==> src/rtl/vga_sync_gen.sv <==
// VGA timing generator: pixel-rate divider, col/row counters and registered sync/blank decode.
// Decoded outputs are computed from next-state counter values, so they never lag col/row.
module vga_sync_gen #(
  parameter int CLK_DIV  = 2,
  parameter int H_ACTIVE = 640,
  parameter int H_FP     = 16,
  parameter int H_SYNC   = 96,
  parameter int H_BP     = 48,
  parameter int V_ACTIVE = 480,
  parameter int V_FP     = 10,
  parameter int V_SYNC   = 2,
  parameter int V_BP     = 33
) (
  input  logic       CLK,
  input  logic       RST,
  output logic [9:0] col,
  output logic [9:0] row,
  output logic       hsync,
  output logic       vsync,
  output logic       vnotactive,
  output logic       display_on,
  output logic       pix_tick,
  output logic       frame_start
);

  localparam int H_TOTAL = H_ACTIVE + H_FP + H_SYNC + H_BP;
  localparam int V_TOTAL = V_ACTIVE + V_FP + V_SYNC + V_BP;

  localparam logic [3:0] DIV_LAST = 4'(CLK_DIV - 1);
  localparam logic [9:0] COL_LAST = 10'(H_TOTAL - 1);
  localparam logic [9:0] ROW_LAST = 10'(V_TOTAL - 1);
  localparam logic [9:0] H_ACT    = 10'(H_ACTIVE);
  localparam logic [9:0] V_ACT    = 10'(V_ACTIVE);
  localparam logic [9:0] HS_START = 10'(H_ACTIVE + H_FP);
  localparam logic [9:0] HS_END   = 10'(H_ACTIVE + H_FP + H_SYNC);
  localparam logic [9:0] VS_START = 10'(V_ACTIVE + V_FP);
  localparam logic [9:0] VS_END   = 10'(V_ACTIVE + V_FP + V_SYNC);

  logic [3:0] div_q, div_d;
  logic [9:0] col_q, col_d;
  logic [9:0] row_q, row_d;
  logic       hsync_q, hsync_d;
  logic       vsync_q, vsync_d;
  logic       vnotactive_q, vnotactive_d;
  logic       display_on_q, display_on_d;
  logic       pix_tick_q, pix_tick_d;
  logic       frame_start_q, frame_start_d;

  always_comb begin
    pix_tick_d    = (div_q == DIV_LAST);
    div_d         = pix_tick_d ? 4'd0 : div_q + 4'd1;
    col_d         = col_q;
    row_d         = row_q;
    frame_start_d = 1'b0;
    if (pix_tick_d) begin
      if (col_q == COL_LAST) begin
        col_d = 10'd0;
        if (row_q == ROW_LAST) begin
          row_d         = 10'd0;
          frame_start_d = 1'b1;
        end else begin
          row_d = row_q + 10'd1;
        end
      end else begin
        col_d = col_q + 10'd1;
      end
    end
    // Decode the values col/row will hold next cycle so flags line up with them.
    hsync_d      = !((col_d >= HS_START) && (col_d < HS_END));
    vsync_d      = !((row_d >= VS_START) && (row_d < VS_END));
    vnotactive_d = (row_d >= V_ACT);
    display_on_d = (col_d < H_ACT) && (row_d < V_ACT);
  end

  always_ff @(posedge CLK) begin
    if (RST) begin
      div_q         <= 4'd0;
      col_q         <= 10'd0;
      row_q         <= 10'd0;
      hsync_q       <= 1'b1;
      vsync_q       <= 1'b1;
      vnotactive_q  <= 1'b0;
      display_on_q  <= 1'b1;
      pix_tick_q    <= 1'b0;
      frame_start_q <= 1'b0;
    end else begin
      div_q         <= div_d;
      col_q         <= col_d;
      row_q         <= row_d;
      hsync_q       <= hsync_d;
      vsync_q       <= vsync_d;
      vnotactive_q  <= vnotactive_d;
      display_on_q  <= display_on_d;
      pix_tick_q    <= pix_tick_d;
      frame_start_q <= frame_start_d;
    end
  end

  assign col         = col_q;
  assign row         = row_q;
  assign hsync       = hsync_q;
  assign vsync       = vsync_q;
  assign vnotactive  = vnotactive_q;
  assign display_on  = display_on_q;
  assign pix_tick    = pix_tick_q;
  assign frame_start = frame_start_q;

endmodule

==> config.mk <==
export PLATFORM = sky130hd
export DESIGN_NAME = vga_sync_gen
export DESIGN_NICKNAME = d
export VERILOG_FILES = /design/src/rtl/vga_sync_gen.sv
export SDC_FILE = /design/constraint.sdc
export NUM_CORES = 1
export LEC_CHECK = 0
export ABC_AREA = 1
export ABC_CLOCK_PERIOD_IN_PS = 2250
export CORE_AREA = 10 10 68 70
export DETAILED_ROUTE_END_ITERATION = 10
export DIE_AREA = 0 0 78 80
export PLACE_DENSITY = 0.75
export REMOVE_ABC_BUFFERS = 1
export SLEW_MARGIN = 10
export SYNTH_ARGS = -nofsm -noshare
export SYNTH_HDL_FRONTEND = slang
export SYNTH_SLANG_ARGS = --single-unit
==> constraint.sdc <==
create_clock -name CLK -period 2.25 [get_ports CLK]
set_input_delay 0.3375 -clock CLK [delete_from_list [all_inputs] [get_ports CLK]]
set_output_delay 0.3375 -clock CLK [all_outputs]
set_load 0.01 [all_outputs]
==> results.json <==
{
  "synthTopCellsByCount": "nand2_1, nor2_1, inv_1",
  "fmax_ghz": 0.529,
  "ir_drop_mv": 0.377,
  "reg2reg_depth": 14,
  "report.final.slew_viol_count": 0,
  "gr-usage-all-layers": 0.136,
  "cts_resized": 0,
  "wl_per_cell_um": 12.4,
  "die_width_um": 78,
  "synth-main-ff-cell": "dfxtp_1",
  "area_growth_pct": 23.0,
  "place_area_mm2": 0.00196,
  "drc": 0,
  "cts_setup_buffers": 0,
  "synth_fa_ha_area_frac": 0.0383,
  "worst_path_most_repeated_cell": "nand2_1",
  "path_max_fanout": 9,
  "clock_latency_ns": 0.32,
  "max-slew-margin-rel": 0.777,
  "die_area_mm2": 0.00624,
  "fillers": 309,
  "grt_use_met3": 0.0619,
  "layout.nets": 277,
  "cts_buffers": 5,
  "crit_path_max_incr_delay_ns": 0.39,
  "rsz0062_at_grt": "false",
  "grt_max_degree": 19,
  "wirelength_mm": 3.91,
  "antenna_cells": 0,
  "synth_top_family_by_area": "simple AND/OR/NAND/NOR gates",
  "holdWs_ns": 0.473,
  "syn_avg_cell_area_um2": 6.89,
  "critical_path.top_delay_family": "simple AND/OR/NAND/NOR gates",
  "cp-startpoint": "div_q[0]",
  "drtIter0Drc": 128,
  "synth_compound_area_frac": 0.0368,
  "synth-xor-area-share": 0.0268,
  "hp-class": "flop to flop",
  "ys_types": 31,
  "maxCapViolations": 0,
  "fin_ws_ns": 0.360,
  "status": "finished, final reports clean",
  "muxShareOfSynthArea": 0,
  "slowest_stage": "dfxtp_1",
  "cp.depth": 14,
  "htreeDepth": 2,
  "ios": 28,
  "antenna_found_initial": 0,
  "layout.area.seq_um2": 601,
  "cp_num_buf_inv": 2,
  "leakagePower_nw": 0.851,
  "tightestPinTransition_ns": 0.333,
  "hold_depth": 1,
  "num_rows": 21,
  "drive_gt1_frac": 0.111,
  "ant_nets": 0,
  "syn_inst": 237,
  "synth_top_area_cell": "dfxtp_1",
  "yosysTopAreaCellShare": 0.368,
  "async_reset_ff_frac": 0,
  "r2r-start": "div_q[0]",
  "crit_chain": "ha_1, nand2_1, nor2_4, nand3_1, inv_1, nand2_1, nand2_1, nand2_1, clkinv_1, nand2_1, nor2_1, nand2_2, nand3_1, nand2_1",
  "fin_setup_tns_ns": 0,
  "synth_edf_count": 0,
  "period_share": 0.840,
  "grt_overflow": 0,
  "busiest_layer": "met2",
  "cts_tree": "yes",
  "worstPathArrival_ns": 2.10,
  "power.density_mw_per_mm2": 468,
  "final_cell_area_mm2": 0.00201,
  "initial_core_util": 0.498,
  "vias": 1564,
  "dieHeight_um": 80,
  "required_ns": 2.46,
  "ys_top_cells_by_area": "dfxtp_1, nand2_1, nor2_1",
  "hold_viol": 0,
  "ys_warn_count": 0,
  "setup_viol": 0,
  "crit_path_start_kind": "flop",
  "netlist_area_mm2": 0.00163,
  "vias_per_cell": 4.95,
  "yosysMostFrequentCell": "nand2_1",
  "multi_input_area_um2": 891,
  "cts.clk_slew.worst_paths_ns": 0.09,
  "grt_pass1_vias": 1454,
  "grtUsageMet2": 0.219,
  "fin_crit_ns": 1.89,
  "gp_congestion": 0.935,
  "post-place-ws_ns": 0.391,
  "crit_type": "flop to flop",
  "portBuffers": 27,
  "dp_hpwl_mm": 2.98,
  "hp-start": "div_q[0]",
  "grt_pass1_wl_mm": 6.88,
  "cts_root_buf": "clkbuf_4",
  "synth_simple_gate_area_share": 0.443,
  "dr.pass1.iters": 4,
  "ff2ff_setup_slack_ns": 0.36,
  "end_kind": "flop",
  "grtUsageMet1": 0.156,
  "clock_skew_ns": 0.00549,
  "ys_seq_area_frac": 0.368,
  "core_area_mm2": 0.00328,
  "power_uw": 940,
  "cts.sinks": 30,
  "clockBufferDepth": 2,
  "holdBufCountCts": 0,
  "ys_ff_latch": 30
}
per-layer routing:
| layer | routed length, um | up-vias |
|---|---|---|
| li1 | - | 806 |
| met1 | 1730 | 705 |
| met2 | 1850 | 46 |
| met3 | 286 | 7 |
| met4 | 54 | 0 |
| met5 | 0 | - |
worst paths after layout:
kind | to
worst max-delay path | display_on
worst min-delay path | div_q[0]
worst max register to register | display_on
worst min register to register | div_q[0]
placed cells by master, fill, tap and decap left out, types with 2 or more instances in the layout:
| cell type | instances |
|---|---|
| o21ai_0 | 3 |
| nand3_2 | 2 |
| nand2_1 | 60 |
| inv_1 | 33 |
| inv_2 | 2 |
| a21oi_1 | 3 |
| nand4_1 | 3 |
| clkinv_2 | 2 |
| nor2_4 | 6 |
| nand2_2 | 2 |
| xnor2_1 | 2 |
| clkdlybuf4s50_1 | 27 |
| clkbuf_4 | 5 |
| nor2_1 | 36 |
| nor3_1 | 4 |
| ha_1 | 5 |
| xor2_1 | 3 |
| nand3_1 | 25 |
| dfxtp_1 | 30 |
| nor2_2 | 4 |
worst reg2reg max path, stage by stage, from the launching register on:
cell and delay, ns:
dfxtp_1 0.39, ha_1 0.24, nand2_1 0.11, nor2_4 0.22
nand3_1 0.13, inv_1 0.09, nand2_1 0.05, nand2_1 0.05
nand2_1 0.06, clkinv_1 0.04, nand2_1 0.04, nor2_1 0.13
nand2_2 0.09, nand3_1 0.07, nand2_1 0.05
through the flow:
step,utilization,instances
floorplan,-,235
global placement,0.597,309
detailed placement,0.597,309
CTS,0.612,316
global route,0.612,316
finish,0.612,316
cells by family after synthesis:
kind of cell    after synthesis
compound gates               10
xor+xnor                      5
fa+ha+maj                     5
buf+inv                      38
flops                        30
simple gates                149
state kept, by name, summed over array words and instances (netlist names):
| signal | flops |
|---|---|
| vnotactive | 1 |
| hsync | 1 |
| pix_tick | 1 |
| row | 10 |
| div_q | 4 |
| col | 10 |
| vsync | 1 |
| frame_start | 1 |
| display_on | 1 |
final cells by class:
cell class | count | share of cell area
multi-input combinational | 169 | 0.443
clock buffer | 5 | 0.0187
sequential | 30 | 0.299
inverter | 36 | 0.0672
tap | 46 | 0.0286
clock inverter | 2 | 0.00498
timing repair buffer | 28 | 0.138
power breakdown:
group | switching (mW) | internal (mW)
clock | 0.182 | 0.112
sequential | 0.0127 | 0.544
combinational | 0.0551 | 0.0333
total | 0.250 | 0.690
Power figures use the tool's default switching activity.
